<file path="src/rtl/wb_port_arbiter_pkg.sv">
`default_nettype none
// ============================================================================
// Module      : wb_port_arbiter_pkg
// Description : Shared select codes, constants, FSM encoding and queue entry
//               type for the register-file write-port arbiter.
// Revision    : 1.0 - initial release
// ============================================================================
package wb_port_arbiter_pkg;

    // Destination select codes for the A requester
    localparam logic [1:0] SEL_RD = 2'b00;  // instr[15:11]
    localparam logic [1:0] SEL_RT = 2'b01;  // instr[20:16]
    localparam logic [1:0] SEL_RA = 2'b10;  // link register
    localparam logic [1:0] SEL_RS = 2'b11;  // instr[25:21]

    localparam logic [4:0] REG_RA = 5'd31;

    // Cycles a B head may wait before the port is forced to B
    localparam int STARVE_MAX = 4;

    typedef enum logic [0:0] {
        ST_NORM  = 1'b0,
        ST_FORCE = 1'b1
    } arb_state_t;

    typedef struct packed {
        logic [4:0]  dest;
        logic [31:0] data;
    } wb_entry_t;

endpackage
`default_nettype wire

</file>
<file path="src/rtl/wb_fifo2.sv">
`default_nettype none
// ============================================================================
// Module      : wb_fifo2
// Description : Small {dest, data} FIFO buffering long-latency B results.
//               Push is ignored when full, pop is ignored when empty.
// Revision    : 1.0 - initial release
// ============================================================================
module wb_fifo2
    import wb_port_arbiter_pkg::*;
#(
    parameter int DEPTH = 2
) (
    input  logic      clk,
    input  logic      rst,
    input  logic      push,
    input  wb_entry_t push_data,
    input  logic      pop,
    output logic      full,
    output logic      empty,
    output wb_entry_t head
);

    localparam int c_PTR_W = (DEPTH > 1) ? $clog2(DEPTH) : 1;

    wb_entry_t            r_mem [DEPTH];
    logic [c_PTR_W-1:0]   r_wptr;
    logic [c_PTR_W-1:0]   r_rptr;
    logic [c_PTR_W:0]     r_count;
    logic                 w_push;
    logic                 w_pop;

    assign full   = (r_count == (c_PTR_W + 1)'(DEPTH));
    assign empty  = (r_count == '0);
    assign head   = r_mem[r_rptr];
    assign w_push = push && !full;
    assign w_pop  = pop && !empty;

    // Storage array; contents are meaningless while the count says empty
    always_ff @(posedge clk) begin
        if (w_push) begin
            r_mem[r_wptr] <= push_data;
        end
    end

    // Pointers and occupancy; reset discards everything queued
    always_ff @(posedge clk or posedge rst) begin
        if (rst) begin
            r_wptr  <= '0;
            r_rptr  <= '0;
            r_count <= '0;
        end else begin
            if (w_push) begin
                r_wptr <= r_wptr + c_PTR_W'(1);
            end
            if (w_pop) begin
                r_rptr <= r_rptr + c_PTR_W'(1);
            end
            case ({w_push, w_pop})
                2'b10:   r_count <= r_count + 1'b1;
                2'b01:   r_count <= r_count - 1'b1;
                default: r_count <= r_count;
            endcase
        end
    end

endmodule
`default_nettype wire

</file>
<file path="src/rtl/wb_port_arbiter.sv">
`default_nettype none
// ============================================================================
// Module      : wb_port_arbiter
// Description : Shares the register-file write port between pipeline
//               writeback (A) and queued long-latency results (B), with
//               starvation protection and a pending-write scoreboard.
// Revision    : 1.0 - initial release
// ============================================================================
module wb_port_arbiter #(
    parameter int DEPTH      = 2,
    parameter int STARVE_MAX = 4
) (
    input  logic        clk,
    input  logic        rst,
    input  logic        a_valid,
    input  logic [31:0] a_instr,
    input  logic [1:0]  a_sel,
    input  logic [31:0] a_data,
    input  logic        b_issue,
    input  logic [4:0]  b_issue_dest,
    input  logic        b_valid,
    output logic        b_ready,
    input  logic [4:0]  b_dest,
    input  logic [31:0] b_data,
    output logic        stall_a,
    output logic        rf_we,
    output logic [4:0]  rf_waddr,
    output logic [31:0] rf_wdata,
    output logic [31:0] busy,
    output logic        err
);

    import wb_port_arbiter_pkg::*;

    localparam int c_CNT_W = $clog2(STARVE_MAX + 1);

    arb_state_t          r_state;
    arb_state_t          w_state_nxt;
    logic [c_CNT_W-1:0]  r_cnt;
    logic [c_CNT_W-1:0]  w_cnt_nxt;
    logic [4:0]          w_a_dest;
    logic                w_grant_a;
    logic                w_drain;
    logic                w_full;
    logic                w_empty;
    logic                w_push;
    wb_entry_t           w_head;
    wb_entry_t           w_push_entry;
    logic [31:0]         w_busy_nxt;
    logic                w_unused;

    // Instruction bits outside the register fields never affect the address
    assign w_unused = ^{a_instr[31:26], a_instr[10:0]};

    assign b_ready      = !w_full;
    assign w_push       = b_valid && !w_full;
    assign w_push_entry = '{dest: b_dest, data: b_data};
    assign stall_a      = (r_state == ST_FORCE);

    wb_fifo2 #(
        .DEPTH (DEPTH)
    ) u_fifo (
        .clk       (clk),
        .rst       (rst),
        .push      (w_push),
        .push_data (w_push_entry),
        .pop       (w_drain),
        .full      (w_full),
        .empty     (w_empty),
        .head      (w_head)
    );

    // Resolve the A destination register from the select code
    always_comb begin
        w_a_dest = a_instr[15:11];
        case (a_sel)
            SEL_RD:  w_a_dest = a_instr[15:11];
            SEL_RT:  w_a_dest = a_instr[20:16];
            SEL_RA:  w_a_dest = REG_RA;
            SEL_RS:  w_a_dest = a_instr[25:21];
            default: w_a_dest = a_instr[15:11];
        endcase
    end

    // Port grant, starvation count and next state; FORCE is entered on the
    // same edge that brings the wait count up to STARVE_MAX
    always_comb begin
        w_grant_a   = 1'b0;
        w_drain     = 1'b0;
        w_state_nxt = ST_NORM;
        w_cnt_nxt   = '0;
        case (r_state)
            ST_NORM: begin
                w_grant_a = a_valid;
                w_drain   = !a_valid && !w_empty;
            end
            ST_FORCE: begin
                w_drain   = !w_empty;
            end
            default: begin
                w_grant_a = 1'b0;
                w_drain   = 1'b0;
            end
        endcase
        if (!w_empty && !w_drain) begin
            w_cnt_nxt = r_cnt + 1'b1;
        end
        if ((r_state == ST_NORM) && (w_cnt_nxt == c_CNT_W'(STARVE_MAX))) begin
            w_state_nxt = ST_FORCE;
        end
    end

    // FSM state and starvation counter registers
    always_ff @(posedge clk or posedge rst) begin
        if (rst) begin
            r_state <= ST_NORM;
            r_cnt   <= '0;
        end else begin
            r_state <= w_state_nxt;
            r_cnt   <= w_cnt_nxt;
        end
    end

    // Registered register-file write; r0 targets still consume the grant
    always_ff @(posedge clk or posedge rst) begin
        if (rst) begin
            rf_we    <= 1'b0;
            rf_waddr <= '0;
            rf_wdata <= '0;
        end else if (w_grant_a) begin
            rf_we    <= (w_a_dest != 5'd0);
            rf_waddr <= w_a_dest;
            rf_wdata <= a_data;
        end else if (w_drain) begin
            rf_we    <= (w_head.dest != 5'd0);
            rf_waddr <= w_head.dest;
            rf_wdata <= w_head.data;
        end else begin
            rf_we    <= 1'b0;
        end
    end

    // Scoreboard update: clear on drain, then set on issue so the set wins
    always_comb begin
        w_busy_nxt = busy;
        if (w_drain) begin
            w_busy_nxt[w_head.dest] = 1'b0;
        end
        if (b_issue) begin
            w_busy_nxt[b_issue_dest] = 1'b1;
        end
        w_busy_nxt[0] = 1'b0;
    end

    // Scoreboard register and sticky protocol-violation flag
    always_ff @(posedge clk or posedge rst) begin
        if (rst) begin
            busy <= '0;
            err  <= 1'b0;
        end else begin
            busy <= w_busy_nxt;
            if (stall_a && a_valid) begin
                err <= 1'b1;
            end
        end
    end

endmodule
`default_nettype wire

</file>
<file path="config.mk">
export PLATFORM = sky130hd
export DESIGN_NAME = wb_port_arbiter
export DESIGN_NICKNAME = d
export VERILOG_FILES = /design/src/rtl/wb_port_arbiter_pkg.sv /design/src/rtl/wb_fifo2.sv /design/src/rtl/wb_port_arbiter.sv
export SDC_FILE = /design/constraint.sdc
export NUM_CORES = 1
export LEC_CHECK = 0
export CORE_AREA = 2 2 122 124
export CTS_BUF_LIST = sky130_fd_sc_hd__clkbuf_4 sky130_fd_sc_hd__clkbuf_8
export CTS_CLUSTER_DIAMETER = 200
export DETAILED_ROUTE_END_ITERATION = 6
export DIE_AREA = 0 0 124 126
export HOLD_SLACK_MARGIN = 0.08
export PLACE_DENSITY = 0.83
export SLEW_MARGIN = 0
export SYNTH_ARGS = -nofsm -noshare
export SYNTH_HDL_FRONTEND = slang
export SYNTH_SLANG_ARGS = --single-unit
</file>
<file path="constraint.sdc">
create_clock -name clk -period 2.65 [get_ports clk]
set_input_delay 0.265 -clock clk [delete_from_list [all_inputs] [get_ports clk]]
set_output_delay 0.265 -clock clk [all_outputs]
set_load 0.005 [all_outputs]
</file>
==> results.tsv, run 1 <==
stage	metric	value	unit
job	maxCapViolations	0	
detailed_routing	vias	4584	
timing	setup_ws	0.636	ns
clock_network	cts.repair.resized	0	
floorplanning	core-area	14300	um^2
global_routing	grt_pass1_vias	4779	
clock_network	clock_path_buffers	2	
global_routing	grt_pass1_wl	23.6	mm
pwr	p_leak	3.25	nW
global_routing	gr-total-overflow	0	
timing	setup_total_negative_slack	0	ns
min_path	hp-class	in2async	
cells_and_area	fill_cells	1126	
timing	drv_slew	0	
clock_network	cts_hold_buf	0	
pwr	ir_drop	0.449	mV
clock_network	cts.sinks	152	
clock_network	cts_tree	done	
synthesis	async_flop_share	51.3	%
setup_path	slowest_delay	0.68	ns
timing	skew	0.0133	ns
placement	port_buffers	167	
synthesis	synth-seq-area-share	67.8	%
pwr	power	8.43	mW
cells_and_area	multi_input_area	1870	um^2
timing	fin_crit_sh	76.0	%
synthesis	ys_ff_latch	152	
cells_and_area	drive_gt1_share	8.84	%
global_routing	grt.total_usage	19.8	%
pwr	p_per_area	1000	nW/um^2
detailed_routing	wl_per_cell	17.1	um
placement	preCtsSetupSlack	0.557	ns
detailed_routing	postRouteAntennaNets	0	
setup_path	cp.arrival	2.33	ns
detailed_routing	wl	14.8	mm
floorplanning	start_util	43.0	%
global_routing	grt_antenna_before_repair	1	
floorplanning	die_area	15600	um^2
detailed_routing	avgViaCountPerCell	5.31	
placement	hpwl	10.5	mm
clock_network	cts_made_buffers	17	
floorplanning	boundaryPins	186	
synthesis	netlist_area	6150	um^2
synthesis	syn_inst	497	
synthesis	yosysWarnings	0	
placement	gp_congestion	0.798	
synthesis	syn_avg_cell_area	12.4	um^2
floorplanning	die-height	126	um
setup_path	crit_path_top_delay_cell	or4b_1	
clock_network	post_cts_buffers	0	
synthesis	ys_types	37	
detailed_routing	first_pass_iters	4	
cells_and_area	final_util	58.8	%
timing	worstMarginPinSlew	0.747	ns
run_status	status	finished clean	
clock_network	clk_pin_slew_worst_paths	0.09	ns
cells_and_area	stdcell_area	8420	um^2
setup_path	required	2.97	ns
timing	fmax	0.496	GHz
placement	dp_cells	831	
cells_and_area	finalNetCount	781	
setup_path	crit_type	reg2reg	
setup_path	crit_chain	mux2i_2 > or4b_1 > o21ai_1 > o21ai_1	
timing	min_period	2.01	ns
floorplanning	rows	44	
clock_network	root_buffer	clkbuf_8	
cells_and_area	syn2layout_area_growth	36.9	%
global_routing	grt_start_max_net_pins	52	
clock_network	htreeDepth	4	
clock_network	clock_latency	0.45	ns
setup_path	cp_max_fo	11	
cells_and_area	diodes	0	
synthesis	synth_edf_count	74	
timing	hold_violations	0	
setup_path	critPathLaunchType	flop	
floorplanning	die_w	124	um
setup_path	cp_common_cell	o21ai_1	
setup_path	worst_setup_path_end_kind	flop	
detailed_routing	drc	0	
synthesis	syn_nets	612	
detailed_routing	drt_iter0_drc	296	
cells_and_area	stdcell_count	863	
timing	setup_violations	0	
cells_and_area	seq_area	4180	um^2
timing	maxSlewHeadroom	50.0	%
placement	placedInstanceArea	8050	um^2
timing	whs	0.173	ns
timing	rsz0062_at_grt	false	
synthesis	synth_ff_type	dfrtp_1	
==> layout make-up <==
class	count	area share (%)
tap	184	2.73
inverter	1	0.0594
timing repair buffer	176	20.9
multi-input combinational	318	22.2
clock inverter	15	1.71
sequential	152	49.6
clock buffer	17	2.78
==> metal layers <==
layer	vias up	part of all wire (%)	GRT usage (%)
li1	2131	-	-
met1	2256	41	24.0
met2	171	51	32.9
met3	26	7.0	6.02
met4	0	1.7	7.73
met5	-	0	0
==> flip-flops by register name (all words and copies together), names as in the netlist <==
| name | flops |
|---|---|
| u_fifo.r_wptr | 1 |
| stall_a | 1 |
| u_fifo.r_mem | 74 |
| busy | 31 |
| u_fifo.r_rptr | 1 |
| u_fifo.r_count | 2 |
| rf_we | 1 |
| err | 1 |
| r_cnt | 3 |
| rf_wdata | 32 |
| rf_waddr | 5 |
==> synth_stat cells (all sizes together) (2+ instances only) <==
library cell / count / area share (%)
o21ai: 100 / 8.1
dfrtp: 78 / 32
edfxtp: 74 / 36
nor2: 44 / 2.7
nand2: 41 / 2.5
a21oi: 37 / 3.0
mux2i: 37 / 6.3
clkbuf: 14 / 0.85
buf: 12 / 1.2
nand3: 10 / 0.81
mux2: 8 / 1.5
nand3b: 5 / 0.61
nor3: 5 / 0.41
o22a: 5 / 0.71
xnor2: 4 / 0.57
and3: 2 / 0.20
ha: 2 / 0.41
nand2b: 2 / 0.20
or3b: 2 / 0.28
or4b: 2 / 0.33
xor2: 2 / 0.28
==> cell families after synthesis <==
logic type	share of synthesized area [%]
flops	67.8
compound gates	12.2
simple gates	8.72
mux	7.75
buf+inv	2.16
xor+xnor	0.854
fa+ha+maj	0.407
other cells	0.0609
==> final timing paths <==
path	start	end	slack, ns	cells past startpoint
min	rst	rf_wdata[17]	0.17	2
max	u_fifo.r_rptr	busy[18]	0.64	4
min reg2reg	err	err	0.46	1
min in group clk	a_data[29]	rf_wdata[29]	0.37	3
max reg2reg	u_fifo.r_rptr	busy[18]	0.64	4
max in group asynchronous	rst	busy[23]	1.81	3
==> critical path, delay by kind of cell, from the launching register on <==
family | cells | cell delay (ns)
flip-flops | 1 | 0.55
multiplexers | 1 | 0.33
AO/OA/AOI/OAI | 2 | 0.34
AND/OR/NAND/NOR | 1 | 0.68
==> layout by cell type (no fill, tap or decap), types with 2 or more instances in the layout <==
cell type	instances
a21oi_1	37
buf_12	2
buf_4	7
clkbuf_8	17
clkdlybuf4s50_1	167
clkinvlp_4	2
dfrtp_1	77
edfxtp_1	74
ha_1	2
inv_6	7
inv_8	6
mux2_2	8
mux2i_1	35
nand2_1	41
nand2b_1	2
nand3_1	10
nand3b_1	5
nor2_1	42
nor2_4	2
nor3_1	5
o21ai_0	68
o21ai_1	32
o22a_1	5
or3b_2	2
or4b_1	2
xnor2_1	4
xor2_1	2
==> report_power, final <==
part	leakage [nW]	switching [mW]	total (mW)	internal [mW]
Combinational	1.43	1.48	3.06	1.59
Sequential	1.63	0.408	3.67	3.26
Clock	0.191	0.986	1.69	0.706
Total	3.25	2.87	8.43	5.56
No activity file was read; power rests on OpenSTA's default activity.
==> inputs of run 2 (changes only) <==
Clock period 2.65 ns to 1.7 ns, I/O delays scaled along.
==> run 2 against run 1 <==
  * The run now ends with setup timing left
  * Clock skew down 0.0024 ns
  * Total power rose by 65%
  * Global-route usage fell by 0.056 points
  * Sequential cell count is the same
==> results.tsv, run 2 (synthesized netlist as in run 1, its figures left out) <==
stage	metric	value	unit	change
cells_and_area	top_regs	u_fifo.r_mem: 74 flops, rf_wdata: 32 flops, busy: 31 flops		unchanged
global_routing	gr-total-overflow	0		unchanged
clock_network	root_buffer	clkbuf_8		unchanged
cells_and_area	largest_register_ffs	74		unchanged
detailed_routing	drt_iter0_drc	333		was 296
setup_path	cp.arrival	2.06	ns	was 2.33 ns
run_status	violations	setup timing		
setup_path	cp_max_fo	8		was 11
timing	fmax	0.570	GHz	was 0.496 GHz
cells_and_area	syn2layout_area_growth	42.4	%	was 36.9%
floorplanning	rows	44		unchanged
timing	fin_crit_sh	103	%	was 76.0%
floorplanning	core-area	14300	um^2	unchanged
clock_network	clk_pin_slew_worst_paths	0.08	ns	was 0.09 ns
setup_path	reg2regPathDepth	4		unchanged
floorplanning	die_area	15600	um^2	unchanged
cells_and_area	seq_area	4180	um^2	about the same
cells_and_area	drive_gt1_share	14.7	%	was 8.84%
clock_network	cts_made_buffers	17		unchanged
cells_and_area	finalNetCount	796		was 781
cells_and_area	diodes	0		unchanged
clock_network	cts_tree	done		unchanged
floorplanning	start_util	43.0	%	unchanged
setup_path	reg2reg_to	busy[14]		was busy[18]
setup_path	worst_setup_path_end_kind	flop		unchanged
timing	drv_slew	0		unchanged
global_routing	grt_start_max_net_pins	79		was 52
pwr	ir_drop	0.915	mV	was 0.449 mV
placement	port_buffers	167		unchanged
floorplanning	boundaryPins	186		unchanged
detailed_routing	postRouteAntennaNets	0		unchanged
cells_and_area	multi_input_area	1990	um^2	was 1870 um^2
detailed_routing	wl_per_cell	17.0	um	was 17.1 um
timing	setup_ws	-0.0552	ns	was 0.636 ns
cells_and_area	layout_commonest_cell	clkdlybuf4s50_1		unchanged
placement	gp_congestion	0.848		was 0.798
setup_path	rr_startpoint	u_fifo.r_rptr		unchanged
setup_path	reg2reg_slack	-0.06	ns	was 0.64 ns
global_routing	grt_pass1_vias	4778		was 4779
timing	skew	0.0110	ns	was 0.0133 ns
placement	hpwl	10.4	mm	was 10.5 mm
placement	preCtsSetupSlack	-0.202	ns	was 0.557 ns
timing	rsz0062_at_grt	true		was false
pwr	p_per_area	1590	nW/um^2	was 1000 nW/um^2
pwr	p_leak	3.36	nW	was 3.25 nW
clock_network	clock_path_buffers	2		unchanged
timing	min_period	1.76	ns	was 2.01 ns
cells_and_area	regMostFlops	u_fifo.r_mem		unchanged
global_routing	grt_antenna_before_repair	0		was 1
min_path	hp-class	in2async		unchanged
setup_path	critPathLaunchType	flop		unchanged
global_routing	grt.total_usage	19.7	%	was 19.8%
floorplanning	die-height	126	um	unchanged
detailed_routing	avgViaCountPerCell	5.32		was 5.31
setup_path	crit_type	reg2reg		unchanged
timing	setup_violations	16		was 0
detailed_routing	wl	14.9	mm	was 14.8 mm
clock_network	htreeDepth	4		unchanged
setup_path	required	2.01	ns	was 2.97 ns
cells_and_area	stdcell_area	8760	um^2	was 8420 um^2
detailed_routing	first_pass_iters	5		was 4
clock_network	clock_latency	0.45	ns	about the same
run_status	status	complete, but fails checks		was finished clean
floorplanning	die_w	124	um	unchanged
clock_network	cts.sinks	152		unchanged
global_routing	grt_pass1_wl	23.5	mm	was 23.6 mm
cells_and_area	fill_cells	1101		was 1126
cells_and_area	mostFrequentLayoutCells	clkdlybuf4s50_1, dfrtp_1, edfxtp_1, o21ai_0, nor2_1		unchanged
detailed_routing	vias	4674		was 4584
job	maxCapViolations	0		unchanged
placement	placedInstanceArea	8180	um^2	was 8050 um^2
detailed_routing	drc	0		unchanged
timing	hold_violations	0		unchanged
## run 2: worst max path at each step
stage,end,cells after the start,startpoint,slack (ns)
2_1_floorplan,u_fifo.r_mem[0][0],3,u_fifo.r_count[0],0.04
3_5_place_dp,busy[15],5,a_valid,-0.20
5_1_grt,rf_wdata[25],5,u_fifo.r_rptr,-0.10
4_1_cts,busy[14],4,u_fifo.r_rptr,-0.004
3_3_place_gp,busy[3],5,a_valid,-0.17
6_report,busy[14],4,u_fifo.r_rptr,-0.06
## run 2: per-stage QoR
stage / util (%) / setup TNS, ns / hold slack [ns] / cells / total power [mW]
3_5_place_dp: 57.2 / -5.23 / 0.454 / 842 / 10.8
6_report: 61.2 / -0.339 / 0.183 / 878 / 13.9
4_1_cts: 60.4 / -0.00678 / 0.175 / 877 / 13.7
3_3_place_gp: 57.2 / -3.96 / 0.446 / 842 / 10.5
2_1_floorplan: - / 0 / 0.269 / 497 / 8.14
5_1_grt: 61.2 / -1.48 / 0.212 / 878 / 14.8
## run 2: worst max-delay path: stages (launching register included)
cell and delay [ns]:
dfrtp_2 0.48, mux2i_4 0.30, or4b_4 0.59, o21ai_2 0.15, o21ai_1 0.10
## run 2: layout make-up
cell class / instances / area share, %
inverters: 1 / 0.0857
multi-input cells: 318 / 22.7
repair buffers: 191 / 22.1
clock buffers: 19 / 2.84
clock inverters: 13 / 1.94
flip-flops and latches: 152 / 47.7
well taps: 184 / 2.63
## run 2: where the power goes
group	leakage (nW)	internal, mW	switching (mW)
logic	1.54	2.82	2.45
registers	1.62	5.10	0.683
clock network	0.198	1.50	1.35
## run 2: layer usage
layer  vias to the layer above  track usage (%)  share of wire, %
met5                         -                0                 0
met4                         0             6.15               1.9
met2                       222             34.2                52
met3                        32             6.84               8.4
li1                       2163                -                 -
met1                      2257             22.8                38
## run 2: timing repair
| action | CTS | global route |
|---|---|---|
| setup buffers | 3 | 1 |
| hold buffers | 0 | 0 |
| setup endpoints to repair | 32 | 30 |
| pin swaps | 1 | 15 |
| resized for setup | 8 | 38 |
